## src/rtl/watch_ctrl_fsm.sv

```systemverilog
`default_nettype none
// =====================================================================
// watch_ctrl_fsm : stopwatch run/clear and watch set-mode control FSMs
// Revision: 1.0
// =====================================================================
module watch_ctrl_fsm #(
  parameter int REPEAT_DELAY = 50,
  parameter int REPEAT_RATE  = 10,
  parameter int SET_TIMEOUT  = 1000,
  parameter int BLINK_HALF   = 25
) (
  input  logic       clk,
  input  logic       reset,
  input  logic       tick_100hz,
  input  logic       sw_sel,
  input  logic       btn_run,
  input  logic       btn_clear,
  input  logic       btn_left,
  input  logic       btn_right,
  input  logic       btn_up,
  output logic       run,
  output logic       clear,
  output logic       sw_mode,
  output logic       i_hour,
  output logic       i_min,
  output logic       i_sec,
  output logic [1:0] set_field,
  output logic       blink
);

  localparam int c_rep_max = (REPEAT_DELAY > REPEAT_RATE) ? REPEAT_DELAY : REPEAT_RATE;
  localparam int c_rep_w   = $clog2(c_rep_max) + 1;
  localparam int c_to_w    = $clog2(SET_TIMEOUT) + 1;
  localparam int c_bl_w    = $clog2(BLINK_HALF) + 1;
  localparam logic [c_rep_w-1:0] c_delay_last = c_rep_w'(REPEAT_DELAY - 1);
  localparam logic [c_rep_w-1:0] c_rate_last  = c_rep_w'(REPEAT_RATE - 1);
  localparam logic [c_to_w-1:0]  c_to_last    = c_to_w'(SET_TIMEOUT - 1);
  localparam logic [c_bl_w-1:0]  c_blink_last = c_bl_w'(BLINK_HALF - 1);

  typedef enum logic [1:0] {SW_STOP = 2'd0, SW_RUN = 2'd1, SW_CLEAR = 2'd2} sw_state_t;
  typedef enum logic [1:0] {W_NORMAL = 2'd0, W_SET_HOUR = 2'd1, W_SET_MIN = 2'd2,
                            W_SET_SEC = 2'd3} w_state_t;

  sw_state_t r_sw_state, w_sw_next;
  w_state_t  r_w_state, w_w_next;

  // Edge vector bit order: {up, right, left, clear, run}
  logic [4:0] w_btn, r_btn_q, r_btn_edge, w_w_e;
  logic       w_sw_run_e, w_sw_clr_e;
  logic       w_in_set, w_field_chg, w_activity, w_rep_clr, w_rep_fire;
  logic       w_to_fire, w_inc, w_blink_en;
  logic [c_rep_w-1:0] r_rep_cnt, w_rep_last;
  logic               r_rep_phase;
  logic [c_to_w-1:0]  r_to_cnt;
  logic [c_bl_w-1:0]  r_blink_cnt;
  logic               r_blink, r_sw_mode, r_i_hour, r_i_min, r_i_sec;

  assign w_btn = {btn_up, btn_right, btn_left, btn_clear, btn_run};

  always_ff @(posedge clk or posedge reset) begin
    if (reset) begin
      r_btn_q    <= '1;
      r_btn_edge <= '0;
    end else begin
      r_btn_q    <= w_btn;
      r_btn_edge <= w_btn & ~r_btn_q;
    end
  end

  assign w_sw_run_e  = r_btn_edge[0] & ~sw_sel;
  assign w_sw_clr_e  = r_btn_edge[1] & ~sw_sel;
  assign w_w_e       = r_btn_edge & {5{sw_sel}};
  assign w_in_set    = (r_w_state != W_NORMAL);
  assign w_field_chg = w_w_e[0] | w_w_e[2] | w_w_e[3];
  assign w_rep_last  = r_rep_phase ? c_rate_last : c_delay_last;
  assign w_rep_clr   = ~w_in_set | ~sw_sel | ~r_btn_q[4] | w_field_chg | w_w_e[4];
  assign w_rep_fire  = ~w_rep_clr & tick_100hz & (r_rep_cnt == w_rep_last);
  assign w_activity  = (|w_w_e) | w_rep_fire;
  assign w_to_fire   = w_in_set & sw_sel & tick_100hz & ~w_activity & (r_to_cnt == c_to_last);
  assign w_inc       = w_in_set & sw_sel & ~w_field_chg & (w_w_e[4] | w_rep_fire);
  assign w_blink_en  = sw_sel & (w_w_next != W_NORMAL);

  always_comb begin
    w_sw_next = r_sw_state;
    case (r_sw_state)
      SW_STOP:  if (w_sw_run_e) w_sw_next = SW_RUN;
                else if (w_sw_clr_e) w_sw_next = SW_CLEAR;
      SW_RUN:   if (w_sw_run_e) w_sw_next = SW_STOP;
      SW_CLEAR: w_sw_next = SW_STOP;
      default:  w_sw_next = SW_STOP;
    endcase
  end

  always_comb begin
    w_w_next = r_w_state;
    if (!w_in_set) begin
      if (w_w_e[0]) w_w_next = W_SET_HOUR;
    end else if (!sw_sel || w_w_e[0] || w_to_fire) begin
      w_w_next = W_NORMAL;
    end else if (w_w_e[3]) begin
      case (r_w_state)
        W_SET_HOUR: w_w_next = W_SET_MIN;
        W_SET_MIN:  w_w_next = W_SET_SEC;
        default:    w_w_next = W_SET_HOUR;
      endcase
    end else if (w_w_e[2]) begin
      case (r_w_state)
        W_SET_HOUR: w_w_next = W_SET_SEC;
        W_SET_SEC:  w_w_next = W_SET_MIN;
        default:    w_w_next = W_SET_HOUR;
      endcase
    end
  end

  always_ff @(posedge clk or posedge reset) begin
    if (reset) begin
      r_sw_state <= SW_STOP;
      r_w_state  <= W_NORMAL;
      r_sw_mode  <= 1'b0;
      r_i_hour   <= 1'b0;
      r_i_min    <= 1'b0;
      r_i_sec    <= 1'b0;
    end else begin
      r_sw_state <= w_sw_next;
      r_w_state  <= w_w_next;
      if (!w_in_set && w_w_e[1]) r_sw_mode <= ~r_sw_mode;
      r_i_hour   <= w_inc && (r_w_state == W_SET_HOUR);
      r_i_min    <= w_inc && (r_w_state == W_SET_MIN);
      r_i_sec    <= w_inc && (r_w_state == W_SET_SEC);
    end
  end

  // Repeat counter: first interval is the hold delay, later intervals the repeat rate
  always_ff @(posedge clk or posedge reset) begin
    if (reset) begin
      r_rep_cnt   <= '0;
      r_rep_phase <= 1'b0;
      r_to_cnt    <= '0;
    end else begin
      if (w_rep_clr) begin
        r_rep_cnt   <= '0;
        r_rep_phase <= 1'b0;
      end else if (w_rep_fire) begin
        r_rep_cnt   <= '0;
        r_rep_phase <= 1'b1;
      end else if (tick_100hz && r_rep_cnt != w_rep_last) begin
        r_rep_cnt <= r_rep_cnt + 1'b1;
      end
      if (!w_in_set || !sw_sel || w_activity) r_to_cnt <= '0;
      else if (tick_100hz && r_to_cnt != c_to_last) r_to_cnt <= r_to_cnt + 1'b1;
    end
  end

  always_ff @(posedge clk or posedge reset) begin
    if (reset) begin
      r_blink     <= 1'b0;
      r_blink_cnt <= '0;
    end else if (!w_blink_en) begin
      r_blink     <= 1'b0;
      r_blink_cnt <= '0;
    end else if (tick_100hz) begin
      if (r_blink_cnt == c_blink_last) begin
        r_blink     <= ~r_blink;
        r_blink_cnt <= '0;
      end else begin
        r_blink_cnt <= r_blink_cnt + 1'b1;
      end
    end
  end

  assign run       = (r_sw_state == SW_RUN);
  assign clear     = (r_sw_state == SW_CLEAR);
  assign sw_mode   = r_sw_mode;
  assign i_hour    = r_i_hour;
  assign i_min     = r_i_min;
  assign i_sec     = r_i_sec;
  assign set_field = r_w_state;
  assign blink     = r_blink;

endmodule
`default_nettype wire

```

## config.mk

```make
export PLATFORM = sky130hd
export DESIGN_NAME = watch_ctrl_fsm
export DESIGN_NICKNAME = d
export VERILOG_FILES = /design/src/rtl/watch_ctrl_fsm.sv
export SDC_FILE = /design/constraint.sdc
export NUM_CORES = 1
export LEC_CHECK = 0
export CAP_MARGIN = 20
export CORE_MARGIN = 3
export CORE_UTILIZATION = 50
export DETAILED_ROUTE_END_ITERATION = 16
export PLACE_DENSITY = 0.74
export SLEW_MARGIN = 20
export SYNTH_ARGS = -nofsm -noshare
export SYNTH_HDL_FRONTEND = slang
export SYNTH_SLANG_ARGS = --single-unit
```

## constraint.sdc

```tcl
create_clock -name clk -period 3.59 [get_ports clk]
set_input_delay 0.8975 -clock clk [delete_from_list [all_inputs] [get_ports clk]]
set_output_delay 0.8975 -clock clk [all_outputs]
set_load 0.005 [all_outputs]
```

After elaboration in Yosys (flattened, before gate mapping):

Cells that the tools add are included.

* bits in registers: 44
* input bits: 9
* word-level logic and storage cells: 106
* output and inout bits: 9

* equal/unequal tests: 14
* reduce and logical (&&, ||, !) cells: 21
* add/subtract/negate cells: 3
* bitwise gates (word level): 30
* muxes and demuxes: 25

Operator list (count)
* 2-to-1 mux 6 bit: 4
* 2-to-1 mux 11 bit: 2
* 2-to-1 mux 7 bit: 3
* 2-to-1 mux 2 bit: 8
* one-hot mux 2 bit (2 select lines): 3
* adder 11 x 1 -> 11 bit (second input constant): 1
* AND 1 bit: 11
* == test 11 x 10 -> 1 bit (second input constant): 1
* != test 11 x 10 -> 1 bit (second input constant): 1
* AND 5 bit: 2
* inverter 1 bit: 8
* bitwise OR 1 bit: 8
* nonzero test 2 bit: 4
* adder 7 x 1 -> 7 bit (second input constant): 1
* == test 7 x 6 -> 1 bit: 1
* != test 7 x 6 -> 1 bit: 1
* adder 6 x 1 -> 6 bit (second input constant): 1
* == test 2 bit (second input constant): 3
* == test 6 x 5 -> 1 bit (second input constant): 1
* logical AND 1 bit: 6
* 2-to-1 mux 1 bit: 5
* inverter 5 bit: 1
* OR reduction 5 bit: 1
* == test 2 x 1 -> 1 bit (second input constant): 2
* other kinds (8): 14

Longest topological paths before layout:

* depth after elaboration: 20
* gate-level depth with buffers: 7
* mapped depth without buffers: 7

Least setup slack after synthesis:

Ideal clock, no wire load.

* path kind: input to register
* start point: in tick_100hz
* end point: reg r_blink (netlist: blink)
* cell stages on the path: 5
* path slack: 1.483 ns
* path buffers: 0
* setup time: 0.138 ns
* arrival time: 1.969 ns
* cells stage by stage: and4bb_2 o21a_1 a2111o_1 nor2_4 nor4b_1

* word-level cells in the longest chain between the ends: 13

Ends and longest elaborated chain
* start, declared: line 14 `input logic tick_100hz,`
* AND 1 bit (2 in series): line 77 `assign w_rep_fire = ~w_rep_clr & tick_100hz & (r_rep_cnt == w_rep_last);`
* bitwise OR 1 bit: line 78 `assign w_activity = (|w_w_e) | w_rep_fire;`
* inverter 1 bit: line 79 `assign w_to_fire = w_in_set & sw_sel & tick_100hz & ~w_activity & (r_to_cnt == c_to_last);`
* AND 1 bit (2 in series): line 79
* logical OR 1 bit: line 98 `end else if (!sw_sel || w_w_e[0] || w_to_fire) begin`
* 2-to-1 mux 2 bit: line 98
* 2-to-1 mux 2 bit: line 96 `if (!w_in_set) begin`
* nonzero test 2 bit: line 81 `assign w_blink_en = sw_sel & (w_w_next != W_NORMAL);`
* AND 1 bit: line 81
* != test 2 x 1 -> 1 bit (no source line) or != test 2 bit (tied branches)
* AND reduction 2 bit (no source line)
* end signal, assigned: line 163 `r_blink <= ~r_blink;`
* end, declared: line 56 `logic r_blink, r_sw_mode, r_i_hour, r_i_min, r_i_sec;`

Several ways; a longest one is shown, not always the timed one.
A chain may end at the register's enable or synchronous reset.

Worst setup path after layout:

* start point: in sw_sel
* end point: reg r_blink (netlist: blink)

* word-level cells in the longest chain between the ends: 19

Ends and longest elaborated chain
* start, declared: line 15 `input logic sw_sel,`
* AND 5 bit or inverter 1 bit (tied branches): line 72, 76
* bitwise OR 1 bit, on equally long branches (2 in series): line 74, 76
* bitwise OR 1 bit (2 in series): line 76 `assign w_rep_clr = ~w_in_set | ~sw_sel | ~r_btn_q[4] | w_field_chg | w_w_e[4];`
* inverter 1 bit: line 77
* AND 1 bit (2 in series): line 77
* bitwise OR 1 bit: line 78
* inverter 1 bit: line 79
* AND 1 bit (2 in series): line 79
* logical OR 1 bit: line 98
* 2-to-1 mux 2 bit: line 98
* 2-to-1 mux 2 bit: line 96
* nonzero test 2 bit: line 81
* AND 1 bit (*): line 81
* != test 2 x 1 -> 1 bit (no source line) or != test 2 bit (tied branches)
* AND reduction 2 bit (no source line)

Every way passes the cells marked *; elsewhere a longest branch is shown, timed or not.

==> results_dict.tcl <==
set metrics [dict create \
    status "completed" \
    yosysUniqueCellTypes 39 \
    grt_max_degree 28 \
    clkPwrFrac 0.279 \
    critPathMaxFanout 12 \
    endpoint "blink" \
    seq_area_mm2 0.00111 \
    die_area_mm2 0.00512 \
    synth_area_leaders "dfrtp_1 (45%), dfstp_2 (6.1%), ha_1 (5.2%), nor2_1 (5.2%), xnor2_1 (4.5%)" \
    reg2reg_from "set_field[0]" \
    grt_pass1_vias 1521 \
    grt.total_usage 0.168 \
    startpoint "sw_sel" \
    drt-initial-drc-count 54 \
    htree_levels 2 \
    period_needed_ns 2.63 \
    synth_edf_count 0 \
    numClockSinks 44 \
    clock_skew_ns 0.00931 \
    worstPathArrival_ns 2.79 \
    tns_ns 0 \
    fin_nets 254 \
    core_area_mm2 0.00409 \
    initial_core_util 0.526 \
    clockRootBuffer "clkbuf_8" \
    max-cap-violations 0 \
    fmax_mhz 380 \
    die_h_um 71.6 \
    post-route-period-util 0.733 \
    antenna_found_initial 0 \
    r2r_cells 7 \
    p_int_uw 809 \
    hpwlAfterDp_um 2680 \
    ir_worst_vdd_mv 0.312 \
    wl_per_cell_um 12.8 \
    num_rows 23 \
    clockBufferDepth 2 \
    diodes 0 \
    io_buffers 17 \
    reg2reg_to "blink" \
    drc 0 \
    firstDrtPassIters 4 \
    multi_input_area_um2 996 \
    p_comb_frac 0.221 \
    worstSetupStartpointType "input pin" \
    antenna_left 0 \
    yosysTopAreaCell "dfrtp_1" \
    fillers 346 \
    rsz0062_at_grt "false" \
    slew_violations 0 \
    vias 1519 \
    ys_seq_elements 44 \
    syn-instance-count 212 \
    setup_violations 0 \
    worstSetupPathType "in -> reg" \
    tightestPinTransition_ns 0.623 \
    swShare 0.295 \
    cts_hold_buffers 0 \
    synth_top_area_frac 0.454 \
    synth_nets 230 \
    hold_class "reg -> reg" \
    cts_tree "done" \
    seqPwrFrac 0.500 \
    yosysSeqAreaShare 0.515 \
    clock_latency_ns 0.30 \
    cts_resized 0 \
    drive_gt1_frac 0.0844 \
    dpl.cell_count 279 \
    cp-end-kind "flip-flop" \
    wl_um 3680 \
    syn-cell-area_mm2 0.00215 \
    cts_buffers 5 \
    synth-main-ff-cell "dfrtp_1" \
    gr-total-overflow 0 \
    leakagePower_nw 1.05 \
    pin_count 18 \
    crit_slowest_cell "a2111o_1" \
    dieWidth_um 71.6 \
    synth-async-reset-ratio 1.00 \
    regToRegSetupSlack_ns 1.15 \
    synthToLayoutAreaGrowth_pct 15.7 \
    gp_congestion 0.885 \
    path_cells "clkdlybuf4s50_1, nor3b_1, nand2_1, a2111o_1, nor2_4, nor4b_1" \
    max-slew-margin-rel 0.582 \
    netSwitchingPower_uw 338 \
    grt_pass1_wl_um 6760 \
    clk_pin_slew_worst_paths_ns 0.08 \
    worstPathRequired_ns 3.75 \
    cts_setup_buffers 0 \
    finalHoldViolCount 0 \
    cpPeakStageDelay_ns 0.59 \
    yosys_warnings 0 \
    vias_per_cell 5.29 \
    stdcell_count 287 \
    power.density_mw_per_mm2 461 \
    avgSynthCellArea_um2 10.1 \
]
cells by family (layout without fill, tap and decap cells):
logic type	after synthesis	in the layout	synth area share
simple gates	107	107	0.267
flops	44	44	0.515
compound gates	19	19	0.0570
xor+xnor	19	19	0.0774
buf+inv	12	37	0.0215
fa+ha+maj	9	9	0.0524
mux	2	2	0.00931
cells in the mapped netlist, types with 2 or more instances:
cell	number
nor2b_1	12
nor4bb_1	2
nand4_1	9
dfrtp_1	39
ha_1	9
inv_1	9
or3_1	2
nor4b_1	3
xnor2_1	11
a21oi_1	5
a21boi_0	2
and3_1	6
dfstp_2	5
xor2_1	8
nand3_1	5
nor3b_1	2
and2_1	2
o21ai_0	7
nand2_1	16
nor3_1	9
nor2_1	30
mux2i_1	2
how the worst min path moves through the flow:
stage | cells past startpoint | end | startpoint | slack (ns)
detailed placement | 1 | sw_mode | sw_mode | 0.46
finish | 1 | sw_mode | sw_mode | 0.47
global route | 1 | r_sw_state[1] | r_sw_state[1] | 0.50
global placement | 1 | sw_mode | sw_mode | 0.46
floorplan | 1 | r_sw_state[0] | r_sw_state[1] | 0.44
CTS | 1 | sw_mode | sw_mode | 0.48
per-layer routing:
layer | part of all wire | global-route usage | up-vias
met5 | 0 | 0 | -
met4 | 0.014 | 0.0564 | 0
met1 | 0.49 | 0.225 | 711
li1 | - | - | 771
met3 | 0.044 | 0.0463 | 7
met2 | 0.45 | 0.264 | 30
registers in the layout (all words and copies together), names as in the netlist:
| name | cells |
|---|---|
| r_to_cnt | 11 |
| r_rep_cnt | 7 |
| r_blink_cnt | 6 |
| r_btn_edge | 5 |
| r_btn_q | 5 |
| r_sw_state | 2 |
| set_field | 2 |
| blink | 1 |
| i_hour | 1 |
| i_min | 1 |
| i_sec | 1 |
| r_rep_phase | 1 |
| sw_mode | 1 |
power by group through the flow:
stage	Clock (mW)	Sequential, mW	Combinational [mW]
3_5_place_dp	0	0.583	0.253
6_report	0.320	0.574	0.253
4_1_cts	0.331	0.574	0.255
5_1_grt	0.348	0.581	0.287
3_3_place_gp	0	0.583	0.248
2_1_floorplan	0	0.575	0.154
layout by cell type, fill, tap and decap left out, types with 6 or more instances in the layout:
| cell | instances |
|---|---|
| and3_1 | 6 |
| clkbuf_8 | 6 |
| clkdlybuf4s50_1 | 17 |
| dfrtp_1 | 39 |
| ha_1 | 9 |
| inv_1 | 8 |
| nand2_1 | 16 |
| nand4_1 | 9 |
| nor2_1 | 30 |
| nor2b_1 | 12 |
| nor3_1 | 9 |
| o21ai_0 | 7 |
| xnor2_1 | 11 |
| xor2_1 | 8 |
metrics by stage:
| stage | util | power, mW | setup slack (ns) | hold WS (ns) | instance area, um2 |
|---|---|---|---|---|---|
| after global routing | 0.608 | 1.22 | 0.800 | 0.504 | 2490 |
| after floorplan | - | 0.729 | 1.48 | 0.438 | 2150 |
| after CTS | 0.608 | 1.16 | 0.953 | 0.478 | 2490 |
| after global placement | 0.585 | 0.831 | 0.676 | 0.460 | 2390 |
| final | 0.608 | 1.15 | 0.957 | 0.471 | 2490 |
| after detailed placement | 0.585 | 0.836 | 0.640 | 0.462 | 2390 |
cell type report:
type                    count  share of cell area
clock buffers               7              0.0347
repair buffers             20              0.0775
inverters                   9              0.0136
well taps                  50              0.0252
flip-flops and latches     44               0.445
clock inverters             1             0.00302
multi-input cells         156               0.401
critical path, delay by kind of cell:
kind,cells,cell delay [ns]
simple gates,4,0.83
compound gates,1,0.59
buf+inv,1,0.47
Power figures use the tool's default switching activity.
